<file path="src/rtl/auc_pkg.sv">
// Shared definitions for the auc_mmul host loader: FSM state encoding,
// host header field layout and the words-per-operand derivation.
package auc_pkg;

    typedef enum logic [2:0] {
        S_HDR,
        S_DATA,
        S_WRITE,
        S_START,
        S_WAIT,
        S_RD,
        S_CAP,
        S_SEND
    } ldr_state_e;

    localparam int HOST_W       = 32;
    localparam int HDR_ADDR_LSB = 0;
    localparam int HDR_LAST_BIT = 31;

    function automatic int calc_nw(input int wid);
        return (wid + HOST_W - 1) / HOST_W;
    endfunction

endpackage

</file>
<file path="src/rtl/auc_ldr_ser.sv">
// NW x 32-bit shift register shared by operand assembly (words enter at the top,
// so the first word ends up least significant) and result serialization (LSW out).
module auc_ldr_ser
    import auc_pkg::*;
#(
    parameter int NW  = 6,
    parameter int WID = 163
) (
    input  logic                   clk,
    input  logic                   rst,
    input  logic                   shift_in,
    input  logic [HOST_W-1:0]      din,
    input  logic                   shift_out,
    input  logic                   load,
    input  logic [WID-1:0]         par_in,
    output logic [NW*HOST_W-1:0]   dout
);

    localparam int SW = NW * HOST_W;

    logic [SW-1:0] sr_q, sr_d;

    always_comb begin
        sr_d = sr_q;
        if (load) begin
            sr_d            = '0;
            sr_d[WID-1:0]   = par_in;
        end else if (shift_in) begin
            sr_d = {din, sr_q[SW-1:HOST_W]};
        end else if (shift_out) begin
            sr_d = {{HOST_W{1'b0}}, sr_q[SW-1:HOST_W]};
        end
    end

    always_ff @(posedge clk or negedge rst) begin
        if (!rst) begin
            sr_q <= '0;
        end else begin
            sr_q <= sr_d;
        end
    end

    assign dout = sr_q;

endmodule

</file>
<file path="src/rtl/auc_mmul_ldr.sv">
// Host operand loader / result unloader for auc_mmul. Optional WAIT-state
// watchdog is compiled in when AUC_LDR_WDOG_EN is defined.
module auc_mmul_ldr
    import auc_pkg::*;
#(
    parameter int WID      = 163,
    parameter int AW       = 4,
    parameter int ADDR_RES = 15,
    parameter int TMO      = 65535
) (
    input  logic            clk,
    input  logic            rst,
    input  logic            in_vld,
    output logic            in_rdy,
    input  logic [31:0]     in_dat,
    output logic            out_vld,
    input  logic            out_rdy,
    output logic [31:0]     out_dat,
    output logic            mmul_en,
    input  logic            mmul_done,
    output logic            ram_own,
    output logic            ram_we,
    output logic [AW-1:0]   ram_wa,
    output logic [WID-1:0]  ram_wd,
    output logic [AW-1:0]   ram_ra,
    input  logic [WID-1:0]  ram_rd,
    output logic            busy,
    output logic            err
);

    localparam int NW = calc_nw(WID);
    localparam int CW = $clog2(NW + 1);

    ldr_state_e         state_q, state_d;
    logic [AW-1:0]      addr_q, addr_d;
    logic               last_q, last_d;
    logic [CW-1:0]      cnt_q, cnt_d;
    logic               busy_q, busy_d;
    logic               err_q, err_d;
    logic               live_q, live_d;

    logic               ser_shin, ser_shout, ser_load;
    logic [NW*32-1:0]   ser_dout;
    logic               unused_ser;

`ifdef AUC_LDR_WDOG_EN
    localparam int TW = $clog2(TMO + 1);
    logic [TW-1:0]      wd_q, wd_d;

    always_ff @(posedge clk or negedge rst) begin
        if (!rst) begin
            wd_q <= '0;
        end else begin
            wd_q <= wd_d;
        end
    end
`else
    localparam int unused_tmo = TMO;
`endif

    auc_ldr_ser #(.NW(NW), .WID(WID)) u_ser (
        .clk       (clk),
        .rst       (rst),
        .shift_in  (ser_shin),
        .din       (in_dat),
        .shift_out (ser_shout),
        .load      (ser_load),
        .par_in    (ram_rd),
        .dout      (ser_dout)
    );

    // Bits above WID only exist to pad the register to whole host words.
    assign unused_ser = ^ser_dout;

    always_comb begin
        state_d   = state_q;
        addr_d    = addr_q;
        last_d    = last_q;
        cnt_d     = cnt_q;
        busy_d    = busy_q;
        err_d     = err_q;
        live_d    = 1'b1;
        in_rdy    = 1'b0;
        out_vld   = 1'b0;
        out_dat   = '0;
        mmul_en   = 1'b0;
        ram_own   = 1'b1;
        ram_we    = 1'b0;
        ram_wa    = '0;
        ram_wd    = '0;
        ram_ra    = '0;
        ser_shin  = 1'b0;
        ser_shout = 1'b0;
        ser_load  = 1'b0;
`ifdef AUC_LDR_WDOG_EN
        wd_d      = wd_q;
`endif
        case (state_q)
            S_HDR: begin
                // live_q keeps in_rdy low until the first clock after reset release
                in_rdy = live_q;
                if (in_vld && live_q) begin
                    addr_d  = in_dat[HDR_ADDR_LSB +: AW];
                    last_d  = in_dat[HDR_LAST_BIT];
                    cnt_d   = '0;
                    busy_d  = 1'b1;
                    err_d   = 1'b0;
                    state_d = S_DATA;
                end
            end
            S_DATA: begin
                in_rdy = 1'b1;
                if (in_vld) begin
                    ser_shin = 1'b1;
                    cnt_d    = cnt_q + 1'b1;
                    if (cnt_q == CW'(NW - 1)) begin
                        state_d = S_WRITE;
                    end
                end
            end
            S_WRITE: begin
                ram_we  = 1'b1;
                ram_wa  = addr_q;
                ram_wd  = ser_dout[WID-1:0];
                state_d = last_q ? S_START : S_HDR;
            end
            S_START: begin
                mmul_en = 1'b1;
                ram_own = 1'b0;
`ifdef AUC_LDR_WDOG_EN
                wd_d    = '0;
`endif
                state_d = S_WAIT;
            end
            S_WAIT: begin
                ram_own = 1'b0;
                if (mmul_done) begin
                    state_d = S_RD;
`ifdef AUC_LDR_WDOG_EN
                end else if (wd_q == TW'(TMO - 1)) begin
                    err_d   = 1'b1;
                    busy_d  = 1'b0;
                    state_d = S_HDR;
                end else begin
                    wd_d = wd_q + 1'b1;
`endif
                end
            end
            S_RD: begin
                ram_ra  = AW'(ADDR_RES);
                state_d = S_CAP;
            end
            S_CAP: begin
                ser_load = 1'b1;
                cnt_d    = '0;
                state_d  = S_SEND;
            end
            S_SEND: begin
                out_vld = 1'b1;
                out_dat = ser_dout[31:0];
                if (out_rdy) begin
                    ser_shout = 1'b1;
                    cnt_d     = cnt_q + 1'b1;
                    if (cnt_q == CW'(NW - 1)) begin
                        busy_d  = 1'b0;
                        state_d = S_HDR;
                    end
                end
            end
            default: state_d = S_HDR;
        endcase
    end

    always_ff @(posedge clk or negedge rst) begin
        if (!rst) begin
            state_q <= S_HDR;
            addr_q  <= '0;
            last_q  <= 1'b0;
            cnt_q   <= '0;
            busy_q  <= 1'b0;
            err_q   <= 1'b0;
            live_q  <= 1'b0;
        end else begin
            state_q <= state_d;
            addr_q  <= addr_d;
            last_q  <= last_d;
            cnt_q   <= cnt_d;
            busy_q  <= busy_d;
            err_q   <= err_d;
            live_q  <= live_d;
        end
    end

    assign busy = busy_q;
    assign err  = err_q;

endmodule

</file>
<file path="config.mk">
export PLATFORM = sky130hd
export DESIGN_NAME = auc_mmul_ldr
export DESIGN_NICKNAME = d
export VERILOG_FILES = /design/src/rtl/auc_pkg.sv /design/src/rtl/auc_ldr_ser.sv /design/src/rtl/auc_mmul_ldr.sv
export SDC_FILE = /design/constraint.sdc
export NUM_CORES = 1
export LEC_CHECK = 0
export ABC_AREA = 1
export ABC_CLOCK_PERIOD_IN_PS = 2700
export CORE_AREA = 2 2 159 161
export CTS_CLUSTER_SIZE = 20
export DETAILED_ROUTE_END_ITERATION = 7
export DIE_AREA = 0 0 161 163
export GPL_TIMING_DRIVEN = 0
export PLACE_DENSITY = 0.82
export SKIP_LAST_GASP = 1
export SLEW_MARGIN = 20
export SYNTH_ARGS = -nofsm -noshare
export SYNTH_HDL_FRONTEND = slang
export SYNTH_SLANG_ARGS = --single-unit
</file>
<file path="constraint.sdc">
create_clock -name clk -period 2.7 [get_ports clk]
set_clock_uncertainty 0.1 [all_clocks]
set_input_delay 0.54 -clock clk [delete_from_list [all_inputs] [get_ports clk]]
set_output_delay 0.54 -clock clk [all_outputs]
set_load 0.02 [all_outputs]
</file>
==> impl_metrics.env <==
export IMPL_ir_drop_mv=0.494
export IMPL_fillCellCount=2158
export IMPL_maxCapViolCount=0
export IMPL_arrival_ns=2.04
export IMPL_worstMarginPinSlew_ns=0.611
export IMPL_dpl_instance_area_um2=15700
export IMPL_core_um2=24700
export IMPL_port_buffers=407
export IMPL_critPathKind="flop to output pin"
export IMPL_path_buf_inv=4
export IMPL_setup_viol=0
export IMPL_die_x_um=161
export IMPL_achievable_frequency_mhz=373
export IMPL_io_pins=410
export IMPL_worst_setup_path_start_kind="flop"
export IMPL_fin_util_pct=67.0
export IMPL_r2r_slack_ns=0.50
export IMPL_synth_cell_types=27
export IMPL_final_common_cell="nor2_1"
export IMPL_clkTransAtPathRegs_ns=0.06
export IMPL_worstSetupEndpointType="output pin"
export IMPL_vias_per_cell=5.17
export IMPL_hold_class="flop to flop"
export IMPL_post_route_period_util_pct=99.2
export IMPL_status="complete, no violations"
export IMPL_hold_viol=0
export IMPL_die_area_um2=26200
export IMPL_ys_seq_area_share_pct=46.0
export IMPL_worst_path_max_fanout=7
export IMPL_fin_crit_ns=2.68
export IMPL_rows=58
export IMPL_dr_total_vias=11909
export IMPL_final_cell_mix="293 x nor2_1, 217 x nand2_1, 210 x inv_1"
export IMPL_antenna_cells=0
export IMPL_root_buffer="clkbuf_16"
export IMPL_ant_nets=0
export IMPL_ys_ff_latch=205
export IMPL_clockBufferDepth=3
export IMPL_numCtsBuffers=23
export IMPL_grt_pass1_vias=11564
export IMPL_hpwlAfterDp_um=32700
export IMPL_first_pass_iters=8
export IMPL_drive_gt1_share_pct=21.2
export IMPL_max_stage_delay_ns=0.60
export IMPL_cp_required_ns=2.06
export IMPL_antenna_found_initial=0
export IMPL_start_util_pct=45.2
export IMPL_die_h_um=163
export IMPL_cp_top_family="buffers and inverters"
export IMPL_design_area_um2=16500
export IMPL_postSynthAreaPerCell_um2=7.33
export IMPL_wire_per_inst_um=18.8
export IMPL_slew_headroom_pct=59.2
export IMPL_drc=0
export IMPL_htree_levels=1
export IMPL_cts_tree="done"
export IMPL_nets=2160
export IMPL_grt_max_degree=77
export IMPL_p_leak_nw=7.98
export IMPL_synth_nets=1724
export IMPL_grt_pass1_wl_um=64700
export IMPL_cts_sinks=205
export IMPL_power_density_nw_per_um2=1020
export IMPL_rsz0062_at_grt="yes"
export IMPL_drtIter0Drc=1050
export IMPL_path_cells="buf_6 > inv_4 > nand2_2 > nor2_4 > buf_4 > clkdlybuf4s50_1"
export IMPL_clk_latency_ns=0.51
export IMPL_track_usage_pct=31.9
export IMPL_routabilityCongestion=0.937
export IMPL_drv_slew=0
export IMPL_yosysWarnings=0
export IMPL_wl_um=43400
export IMPL_synth_cells=1522
export IMPL_cpMaxStageDelayCell="clkdlybuf4s50_1"
export IMPL_grt_overflow=0
export IMPL_syn_to_final_growth_pct=48.2
export IMPL_syn_area_um2=11200
==> state kept, by name, indices dropped and copies added (netlist names) <==
name and flops:
u_ser.dout 192, addr_q 4, cnt_q 3, state_q 3
busy 1, last_q 1, live_q 1
==> tightest hold or removal path, cell delays in order, from the launching register on <==
cell and delay, ns:
dfrtp_1 0.34, nand2_1 0.06, nand2_1 0.05
==> kinds of logic after synthesis <==
group / count (synthesis) / synth area share, %
flip-flops: 205 / 46.0
other: 2 / 0.0673
XOR/XNOR: 1 / 0.0785
AO/OA/AOI/OAI: 356 / 17.6
buffers and inverters: 325 / 13.8
adder cells (fa/ha/maj): 2 / 0.224
AND/OR/NAND/NOR: 631 / 22.2
==> per-stage QoR <==
| step | setup slack, ns | std cells | power, mW | TNS [ns] | hold slack, ns |
|---|---|---|---|---|---|
| final | 0.0210 | 2304 | 16.9 | 0 | 0.372 |
| after detailed placement | -0.427 | 2261 | 13.2 | -34.44 | 0.358 |
| after CTS | -0.183 | 2303 | 16.4 | -5.87 | 0.372 |
| after global routing | -0.0495 | 2304 | 17.9 | -0.527 | 0.396 |
| after floorplan | 0.371 | 1522 | 10.2 | 0 | 0.144 |
| after global placement | -7.58 | 2259 | 12.9 | -1582.84 | 0.354 |
==> report_power, final <==
part,internal [mW],switching [mW],leakage (nW)
registers,4.34,0.347,2.64
logic,3.15,5.80,4.97
clock network,2.01,1.26,0.375
total,9.51,7.40,7.98
==> cells in the mapped netlist <==
cell        n  area share (%)
buf_8       1            0.13
o22ai_1     1           0.056
nand4_1     2            0.11
nand3_4     3            0.47
nor2_1    363              12
xnor2_1     1           0.079
o21ai_2    48             3.8
nand3_2     1           0.090
nand2_2     1           0.056
buf_1       3            0.10
nand2_1   218             7.3
inv_4       1           0.056
buf_4      11            0.74
inv_1     210             7.1
o21ai_0    34             1.5
nand3_1    42             1.9
ha_1        2            0.22
buf_2      39             1.7
a31oi_1     1           0.056
nor2_2      1           0.056
buf_6      29             2.9
inv_2       6            0.20
a21oi_1   155             7.0
conb_1      2           0.067
o21ai_1   117             5.2
dfrtp_1   205              46
clkbuf_1   25            0.84
==> metal layers <==
layer  wire length (µm)  GRT usage [%]  vias to the layer above
met5                  0              0                        -
met4               1620           11.2                        0
met3               3220           5.53                      112
met2              21500           56.3                      614
met1              17000           39.5                     5603
li1                   -              -                     5580
==> repair_timing <==
item                                    in CTS  in global routing
endpoints found under the hold margin       63                  0
resized for setup                          758                225
endpoints found under the setup margin     202                181
setup buffers                                0                  1
pin swaps                                    0                  1
hold buffers                                 1                  0
==> final cells by class <==
type,instances,area [µm²],share of cell area [%]
sequential,205,5130,31.0
multi-input combinational,992,4780,28.9
timing repair buffer,411,3730,22.6
buffer,108,880,5.32
inverter,217,822,4.97
clock buffer,35,641,3.88
tap,330,413,2.50
clock inverter,6,134,0.810
==> worst paths after layout <==
| path | cells past startpoint | startpoint | end |
|---|---|---|---|
| max in group asynchronous | 3 | rst | u_ser.dout[92] |
| min in group asynchronous | 2 | rst | u_ser.dout[10] |
| min reg2reg | 2 | u_ser.dout[188] | u_ser.dout[188] |
| min | 2 | u_ser.dout[188] | u_ser.dout[188] |
| max reg2reg | 7 | state_q[2] | u_ser.dout[178] |
| max | 6 | state_q[0] | ram_we |
Note: power is estimated with default switching activity, not from simulation.
